### src/rtl/btn_conditioner_if.sv
// Pushbutton bundle: raw buttons from the board side (master) into the
// conditioner (slave), conditioned events back out.
interface btn_conditioner_if;
  logic [4:0] btn_raw;
  logic [4:0] btn_level;
  logic [4:0] btn_press;
  logic [4:0] btn_hold;
  logic [4:0] btn_release;
  logic       btn_repeat;

  modport master (
    output btn_raw,
    input  btn_level, btn_press, btn_hold, btn_release, btn_repeat
  );

  modport slave (
    input  btn_raw,
    output btn_level, btn_press, btn_hold, btn_release, btn_repeat
  );
endinterface

### src/rtl/btn_conditioner.sv
// Five independent debounce/press/hold/release channels behind 2-flop synchronisers.
// Optional auto-repeat on channel 0 is enabled with `define BTN_CONDITIONER_AUTOREPEAT_EN.
module btn_conditioner #(
  parameter int DEBOUNCE_CYCLES = 1_000_000,
  parameter int HOLD_CYCLES     = 15_000_000,
  parameter int REPEAT_CYCLES   = 25_000_000
) (
  input  logic             clk,
  input  logic             reset,
  btn_conditioner_if.slave btn
);
  localparam int N     = 5;
  localparam int MAX_DH = (DEBOUNCE_CYCLES > HOLD_CYCLES) ? DEBOUNCE_CYCLES : HOLD_CYCLES;
  localparam int MAX_P = (MAX_DH > REPEAT_CYCLES) ? MAX_DH : REPEAT_CYCLES;
  localparam int CNT_W = (MAX_P > 1) ? $clog2(MAX_P) : 1;

  typedef logic [CNT_W-1:0] cnt_t;
  typedef enum logic [2:0] {IDLE, DB_PRESS, PRESSED, HELD, DB_RELEASE} state_e;

  localparam cnt_t DB_LAST   = cnt_t'(DEBOUNCE_CYCLES - 1);
  localparam cnt_t HOLD_LAST = cnt_t'(HOLD_CYCLES - 1);

  logic [N-1:0] sync1_q, sync2_q;
  logic [1:0]   rst_sync_q;
  logic         run;

  state_e       state_q    [N];
  state_e       state_d    [N];
  cnt_t         db_cnt_q   [N];
  cnt_t         db_cnt_d   [N];
  cnt_t         hold_cnt_q [N];
  cnt_t         hold_cnt_d [N];
  logic [N-1:0] from_held_q, from_held_d;
  logic [N-1:0] level_q, level_d;
  logic [N-1:0] press_q, press_d;
  logic [N-1:0] hold_q, hold_d;
  logic [N-1:0] release_q, release_d;

  // FSMs stay parked in IDLE until reset release has crossed two flops.
  assign run = rst_sync_q[1];

  always_comb begin
    // NOTE: every variable gets a default before any branch; a path that
    // leaves one unassigned would infer a latch.
    for (int i = 0; i < N; i++) begin
      state_d[i]    = state_q[i];
      db_cnt_d[i]   = db_cnt_q[i];
      hold_cnt_d[i] = hold_cnt_q[i];
    end
    from_held_d = from_held_q;
    level_d     = level_q;
    press_d     = '0;
    hold_d      = '0;
    release_d   = '0;

    if (run) begin
      for (int i = 0; i < N; i++) begin
        unique case (state_q[i])
          IDLE: begin
            if (sync2_q[i]) begin
              state_d[i]  = DB_PRESS;
              db_cnt_d[i] = '0;
            end
          end
          DB_PRESS: begin
            if (!sync2_q[i]) begin
              state_d[i] = IDLE;
            end else if (db_cnt_q[i] == DB_LAST) begin
              state_d[i]    = PRESSED;
              press_d[i]    = 1'b1;
              level_d[i]    = 1'b1;
              hold_cnt_d[i] = '0;
            end else begin
              db_cnt_d[i] = db_cnt_q[i] + cnt_t'(1);
            end
          end
          PRESSED: begin
            if (!sync2_q[i]) begin
              state_d[i]     = DB_RELEASE;
              db_cnt_d[i]    = '0;
              from_held_d[i] = 1'b0;
            end else if (hold_cnt_q[i] == HOLD_LAST) begin
              state_d[i] = HELD;
              hold_d[i]  = 1'b1;
            end else begin
              hold_cnt_d[i] = hold_cnt_q[i] + cnt_t'(1);
            end
          end
          HELD: begin
            if (!sync2_q[i]) begin
              state_d[i]     = DB_RELEASE;
              db_cnt_d[i]    = '0;
              from_held_d[i] = 1'b1;
            end
          end
          DB_RELEASE: begin
            // A bounce back to 1 resumes where the press left off, hold count intact.
            if (sync2_q[i]) begin
              state_d[i] = from_held_q[i] ? HELD : PRESSED;
            end else if (db_cnt_q[i] == DB_LAST) begin
              state_d[i]   = IDLE;
              level_d[i]   = 1'b0;
              release_d[i] = 1'b1;
            end else begin
              db_cnt_d[i] = db_cnt_q[i] + cnt_t'(1);
            end
          end
          default: state_d[i] = IDLE;
        endcase
      end
    end
  end

  always_ff @(posedge clk or negedge reset) begin
    if (!reset) begin
      sync1_q     <= '0;
      sync2_q     <= '0;
      rst_sync_q  <= '0;
      // NOTE: these per-channel arrays are plain flops, not RAM, so they take
      // the async reset like any other state and need no clearing sequence.
      for (int i = 0; i < N; i++) begin
        state_q[i]    <= IDLE;
        db_cnt_q[i]   <= '0;
        hold_cnt_q[i] <= '0;
      end
      from_held_q <= '0;
      level_q     <= '0;
      press_q     <= '0;
      hold_q      <= '0;
      release_q   <= '0;
    end else begin
      // NOTE: non-blocking throughout so every flop samples pre-edge values.
      sync1_q     <= btn.btn_raw;
      sync2_q     <= sync1_q;
      rst_sync_q  <= {rst_sync_q[0], 1'b1};
      state_q     <= state_d;
      db_cnt_q    <= db_cnt_d;
      hold_cnt_q  <= hold_cnt_d;
      from_held_q <= from_held_d;
      level_q     <= level_d;
      press_q     <= press_d;
      hold_q      <= hold_d;
      release_q   <= release_d;
    end
  end

  assign btn.btn_level   = level_q;
  assign btn.btn_press   = press_q;
  assign btn.btn_hold    = hold_q;
  assign btn.btn_release = release_q;

`ifdef BTN_CONDITIONER_AUTOREPEAT_EN
  localparam cnt_t REP_LAST = cnt_t'(REPEAT_CYCLES - 1);

  cnt_t rep_cnt_q, rep_cnt_d;
  logic rep_q, rep_d;

  // First repeat coincides with the hold event; the count freezes while debouncing a release.
  always_comb begin
    rep_cnt_d = rep_cnt_q;
    rep_d     = 1'b0;
    if (run) begin
      if (state_q[0] == PRESSED && state_d[0] == HELD) begin
        rep_d     = 1'b1;
        rep_cnt_d = '0;
      end else if (state_q[0] == HELD && state_d[0] == HELD) begin
        if (rep_cnt_q == REP_LAST) begin
          rep_d     = 1'b1;
          rep_cnt_d = '0;
        end else begin
          rep_cnt_d = rep_cnt_q + cnt_t'(1);
        end
      end else if (state_q[0] == IDLE) begin
        rep_cnt_d = '0;
      end
    end
  end

  always_ff @(posedge clk or negedge reset) begin
    if (!reset) begin
      rep_cnt_q <= '0;
      rep_q     <= 1'b0;
    end else begin
      rep_cnt_q <= rep_cnt_d;
      rep_q     <= rep_d;
    end
  end

  assign btn.btn_repeat = rep_q;
`else
  assign btn.btn_repeat = 1'b0;
`endif

endmodule

### src/flat_wrapper.sv
// flat-port wrapper written by rule: the top's interface ports become plain ports
module btn_conditioner_flat 
#(
  parameter int DEBOUNCE_CYCLES = 1_000_000,
  parameter int HOLD_CYCLES     = 15_000_000,
  parameter int REPEAT_CYCLES   = 25_000_000
)
  (clk, reset, btn_btn_raw, btn_btn_level, btn_btn_press, btn_btn_hold, btn_btn_release, btn_btn_repeat);
  btn_conditioner_if btn_i ();
  input  logic clk;
  input  logic reset;
  input wire logic [$bits(btn_i.btn_raw)-1:0] btn_btn_raw;
  output wire logic [$bits(btn_i.btn_level)-1:0] btn_btn_level;
  output wire logic [$bits(btn_i.btn_press)-1:0] btn_btn_press;
  output wire logic [$bits(btn_i.btn_hold)-1:0] btn_btn_hold;
  output wire logic [$bits(btn_i.btn_release)-1:0] btn_btn_release;
  output wire logic [$bits(btn_i.btn_repeat)-1:0] btn_btn_repeat;
  assign btn_i.btn_raw = btn_btn_raw;
  assign btn_btn_level = btn_i.btn_level;
  assign btn_btn_press = btn_i.btn_press;
  assign btn_btn_hold = btn_i.btn_hold;
  assign btn_btn_release = btn_i.btn_release;
  assign btn_btn_repeat = btn_i.btn_repeat;
  btn_conditioner #(.DEBOUNCE_CYCLES(DEBOUNCE_CYCLES), .HOLD_CYCLES(HOLD_CYCLES), .REPEAT_CYCLES(REPEAT_CYCLES)) u_core (.clk(clk), .reset(reset), .btn(btn_i));
endmodule
### config.mk
export PLATFORM = sky130hd
export DESIGN_NAME = btn_conditioner_flat
export DESIGN_NICKNAME = d
export VERILOG_FILES = /design/src/rtl/btn_conditioner_if.sv /design/src/rtl/btn_conditioner.sv /design/src/flat_wrapper.sv
export SDC_FILE = /design/constraint.sdc
export NUM_CORES = 1
export LEC_CHECK = 0
export ABC_AREA = 0
export BUFFER_PORTS_ARGS = -buffer_cell sky130_fd_sc_hd__buf_2
export CORE_MARGIN = 10
export CORE_UTILIZATION = 25
export CTS_BUF_LIST = sky130_fd_sc_hd__clkbuf_2
export DETAILED_ROUTE_END_ITERATION = 8
export SLEW_MARGIN = 20
export SYNTH_ARGS = -nofsm -noshare
export SYNTH_HDL_FRONTEND = slang
export SYNTH_SLANG_ARGS = --single-unit
### constraint.sdc
create_clock -name clk -period 6.8 [get_ports clk]
set_input_delay 0.68 -clock clk [delete_from_list [all_inputs] [get_ports clk]]
set_output_delay 0.68 -clock clk [all_outputs]
set_load 0.005 [all_outputs]
Yosys cells after proc, flatten, opt, wreduce, memory -nomap -nowiden
Cells that the tools add are included.
{ "word_totals": {"latchBits": 0, "mem_count": 0, "regBits": 302, "output_inout_bits": 21, "mem_bits_rw": 0, "romBits": 0} }
{ "op_classes": {"n_eq_ne": 95, "n_reduce_logical": 55, "n_mul": 0, "n_lt_le_gt_ge": 0, "n_mux": 188, "shift": 0, "n_div": 0, "bitwise": 0, "add_sub_neg": 10} }
{ "ops": {"columns": ["op", "count"], "rows": [
  ["25-bit 2-to-1 mux", 45],
  ["25-bit case mux with 4 select lines", 5],
  ["25-bit by 1-bit adder with 25-bit output (second input constant)", 10],
  ["25-bit case mux with 2 select lines", 5],
  ["25-bit by 20-bit == test with 1-bit output (second input constant)", 5],
  ["25-bit by 24-bit == test with 1-bit output (second input constant)", 5],
  ["3-bit 2-to-1 mux", 40],
  ["6-bit AND reduction", 20],
  ["1-bit 2-to-1 mux", 75],
  ["3-bit case mux with 5 select lines", 5],
  ["2-bit by 1-bit != test with 1-bit output (second input constant)", 25],
  ["2-bit != test (second input constant)", 25],
  ["3-bit by 2-bit == test with 1-bit output (second input constant)", 10],
  ["3-bit != test (second input constant)", 10],
  ["2-bit nonzero test", 15],
  ["1-bit case mux with 2 select lines", 10],
  ["4-bit AND reduction", 5],
  ["4-bit nonzero test", 5],
  ["3-bit by 1-bit == test with 1-bit output (second input constant)", 5],
  ["3-bit == test (second input constant)", 5],
  ["3-bit logical NOT", 5],
  ["5-bit 2-to-1 mux", 3],
  ["3-bit by 1-bit != test with 1-bit output (second input constant)", 5],
  ["2-bit OR reduction", 5]
]} }

Depth between registers and ports, before layout
{ "depth": {"word_depth": 5, "mapped_depth": 9} }

Worst setup path after synthesis
OpenSTA, ideal clock, no wires.
{ "synth_timing": {"path_type": "flip-flop to flip-flop", "from": "reg u_core.db_cnt_q[107] in the netlist's numbering", "to": "reg u_core.hold_cnt_q[114] in the netlist's numbering", "synth_period_minus_slack_ns": 2.237, "setup_slack_ns": 4.563, "path_stages_with_launch": 7, "required_ns": 6.669, "arrival_time_ns": 2.106, "path_cell_list": "dfrtp_1 -> or4b_1 -> nor4_4 -> nand4_1 -> or4_1 -> o21ai_0 -> a2bb2oi_1"} }
{ "synth_between": {"elab_chain_len": 3} }
{ "synth_rtl": {"columns": ["element", "line", "rtl"], "rows": [
  ["from (decl)", "btn_conditioner.sv:29", "cnt_t db_cnt_q [N];"],
  ["from (signal assigned)", "btn_conditioner.sv:137", "db_cnt_q <= db_cnt_d;"],
  ["25-bit by 20-bit == test with 1-bit output", "btn_conditioner.sv:68", "end else if (db_cnt_q[i] == DB_LAST) begin"],
  ["2-bit by 1-bit != test with 1-bit output (no line)", null, null],
  ["6-bit AND reduction (no line)", null, null],
  ["to (signal assigned)", "btn_conditioner.sv:138", "hold_cnt_q <= hold_cnt_d;"],
  ["to (decl)", "btn_conditioner.sv:31", "cnt_t hold_cnt_q [N];"]
]} }
No other way between the ends.
A chain may end at the register's enable or synchronous reset.

Worst setup path in the final report
{ "layout_timing": {"from": "reg u_core.state_q[13] in the netlist's numbering", "to": "reg u_core.hold_cnt_q[110] in the netlist's numbering"} }
{ "layout_between": {"elab_chain_len": 3, "elab_cells_between_ends": 9, "classes_between": "eq/ne: 6; mux: 1; reduce/logical: 2"} }
{ "layout_rtl": {"columns": ["element", "line", "rtl"], "rows": [
  ["from (decl)", "btn_conditioner.sv:27", "state_e state_q [N];"],
  ["from (signal assigned)", "btn_conditioner.sv:136", "state_q <= state_d;"],
  ["3-bit by 2-bit == test with 1-bit output or 3-bit by 1-bit == test with 1-bit output (tied branches)", "btn_conditioner.sv:58", "unique case (state_q[i])"],
  ["2-bit by 1-bit != test with 1-bit output (no line) (tied with other cells)", null, null],
  ["6-bit AND reduction (no line)", null, null]
]} }
Parallel ways exist; a longest one is shown, timed or not.

==> run metrics <==
run status=finished clean; first-pass GRT wire length=69.7 mm; Reg2Reg Launch Point=u_core.state_q[13]; Final Cell Area=between 0.015 and 0.02 mm2; Synth async-reset ratio=1.00; Yosys reg bits=302; hpwl dp=between 20 and 30 mm; Hold-fix buffers, CTS=6; setup skew after layout=about 0.085 ns; post-synth cell types=81; setup bufs post-CTS=0; Post-synth EDFFs=0; global placer's final weighted congestion=~0.84; PD cells=197 mW/mm2; Clock Root Buffer=clkbuf_2; initial DRC count=about 1.1k; fin crit share=0.457; Hold Path Class=in -> async; CP max FO=26; Die Y=277 um; GR Overflow Total=0; clk_lat worst skew=0.99 ns; CTS Buf Count=between 80 and 90; Most used DFF post-synth=dfrtp_1; CTS max path bufs=3; CP Launch Point=u_core.state_q[13]; Initial Util=0.252; setup tns final=0 ns; VDD IR max=roughly 0.085 mV; Layout Nets=approximately 2.0k; worst r2r path cells=7; DR pass1 iterations=5; Data arrival, critical path=just under 4 ns; Cell Area, Synth=0.0165 mm2; Yosys Warn Count=0; initial antenna violation count=1; vias in the first global route=between 10k and 15k; storage element area=approximately 0.0076 mm2; Power, Total=around 3600 uW; Port Buffers=26; CTS tree=built; Cell Area, Placed=between 0.015 and 0.02 mm2; full die area=slightly below 0.08 mm2; endpoints failing hold=0; kind of critical path=reg -> reg; crit path capture type=flip-flop; flop-to-flop setup slack=between 3 and 4 ns; Syn Area/Cell=a little under 9 um2; Synth-to-Final Area Change=10.6%; # H-tree levels=3; width of the die=~280 um; total wire length=40.8 mm; number of fill cells in the layout=6986; sequential share of the synthesized area=0.457; Total GRT Usage=0.103; crit start category=flip-flop; Slew Limit Fails=0; Std-Cell Rows=94; post-layout min period=3.11 ns; Remaining DRCs=0; via count=14.8k; post_cts resized=0; average vias per placed instance=around 5.2; Core Region=0.0656 mm2; clock tree sinks=~300; post-synthesis cell count=about 1.9k; Worst R2R End=u_core.hold_cnt_q[110]; relative max-transition margin=0.237; Final Util=0.279; Antenna Nets Post-Route=0; Syn Nets=roughly 1.9k; Data required, critical path=7.67 ns; worst slew pin tran=around 1.1 ns; fmax=around 0.32 GHz; WL/cell=14.2 um; clock slew at reported path FFs=0.11 ns; largest net degree at the start of global routing=between 150 and 200; Max-cap violations=0; layout cells sized above 1=0.0937; Leakage=about 0.0073 uW; Final setup viols=0; number of top-level pins=28; area of the multi-input gates=0.00844 mm2; unrepaired setup endpoints after global routing=no
[cell families after synthesis]
| family | count (synthesis) | share of synthesized area |
|---|---|---|
| other | 2 | 0.000454 |
| XOR/XNOR | 74 | 0.0392 |
| flip-flops | 302 | 0.457 |
| buffers and inverters | 139 | 0.0347 |
| adder cells (fa/ha/maj) | 10 | 0.00756 |
| AND/OR/NAND/NOR | 895 | 0.279 |
| AO/OA/AOI/OAI | 481 | 0.175 |
| multiplexers | 11 | 0.00703 |
[layout make-up]
cell class	count	area share
multi-input cells	1473	0.461
flip-flops and latches	302	0.413
well taps	864	0.0591
clock buffers	112	0.0306
repair buffers	46	0.0174
clock inverters	34	0.0103
inverters	39	0.00800
diodes	1	0.000137
[sequential cells by signal, indices dropped and copies added, names as in the netlist]
signal                  count
u_core.btn.btn_level        5
u_core.btn.btn_press        5
u_core.from_held_q          5
u_core.btn.btn_hold         5
u_core.sync1_q              5
u_core.hold_cnt_q         125
u_core.rst_sync_q           2
u_core.db_cnt_q           125
u_core.state_q             15
u_core.sync2_q              5
u_core.btn.btn_release      5
[power breakdown]
group	leakage, uW	internal, uW	switching, uW
Sequential	0.00417	1840	85.7
Combinational	0.00263	118	244
Clock	0.000552	524	796
[cells in the mapped netlist (all sizes together), types with 10 or more instances]
cell type / number / area [um2]
xnor2: 68 / 596
dfrtp: 302 / 7560
buf: 29 / 160
o41ai: 17 / 149
nand2b: 16 / 100
or3: 20 / 125
nand2: 198 / 743
nand4: 67 / 419
nor4: 58 / 405
clkbuf: 71 / 268
and3: 41 / 257
nor3: 71 / 355
and4: 20 / 175
o21ai: 223 / 1120
a31oi: 52 / 325
and2: 30 / 188
nor4b: 19 / 166
or4: 20 / 154
nand3: 99 / 500
o31ai: 55 / 413
inv: 39 / 146
a21oi: 74 / 382
nor2: 203 / 762
ha: 10 / 125
[worst max-delay path by stage]
stage,end,slack [ns]
after floorplan,u_core.hold_cnt_q[114],4.56
after global placement,u_core.hold_cnt_q[110],3.91
after detailed placement,u_core.hold_cnt_q[110],3.81
after CTS,u_core.hold_cnt_q[110],3.77
after global routing,u_core.hold_cnt_q[110],3.36
final,u_core.hold_cnt_q[110],3.69
[layout by cell type (no fill, tap or decap), types with 4 or more instances in the layout]
master         synthesis  final
xor2_1                 6      6
o21ai_1               13     14
nor2b_1                6      6
or3_1                 20     20
and4_1                20     20
clkinv_1               0     27
or4_1                 19     19
and2_1                30     30
a21o_1                 8      8
nor4b_1               19     19
ha_1                  10     10
a41oi_1                6      6
nand3_1               98     98
o21ai_0              208    207
o22ai_1                5      5
mux2i_1                6      6
a31oi_1               52     52
o31ai_1               55     55
nand2_1              198    198
mux2_2                 5      5
nand2b_1              16     16
dfrtp_1              302    302
nor2_1               203    203
xnor2_1               68     68
buf_4                  2     13
clkbuf_2               1    112
nor3b_1                5      5
a21oi_1               73     72
o41ai_1               17     17
and3_1                41     41
or2_2                  4      4
nand4_1               67     67
nor3_1                71     70
inv_1                 39     39
dlygate4sd3_1          0      6
buf_2                 17     25
nor4_1                54     54
[worst max-delay path: stages, from the launching register on]
cell and delay (ns):
dfrtp_1 0.52, nor2b_1 0.27, nand2b_1 0.43, nor2_1 0.85
a21boi_1 0.15, buf_4 0.25, or4_1 0.48, nand2_1 0.08
[layer usage]
| metal | wire length [um] | global-route usage | up-vias | share of wire |
|---|---|---|---|---|
| li1 | - | - | 7176 | - |
| met1 | 18900 | 0.134 | 7215 | 0.46 |
| met2 | 19100 | 0.162 | 358 | 0.47 |
| met3 | 1920 | 0.0200 | 59 | 0.047 |
| met4 | 873 | 0.0472 | 0 | 0.021 |
| met5 | 0 | 0 | - | 0 |
[metrics by stage]
stage                     hold slack [ns]  worst slack [ns]  std cells
after CTS                           0.144              3.77       2870
after global routing                0.232              3.36       2871
after floorplan                     0.331              4.56       1914
after global placement              0.334              3.91       2718
final                               0.254              3.69       2871
after detailed placement            0.335              3.81       2718
Power figures use the tool's default switching activity.
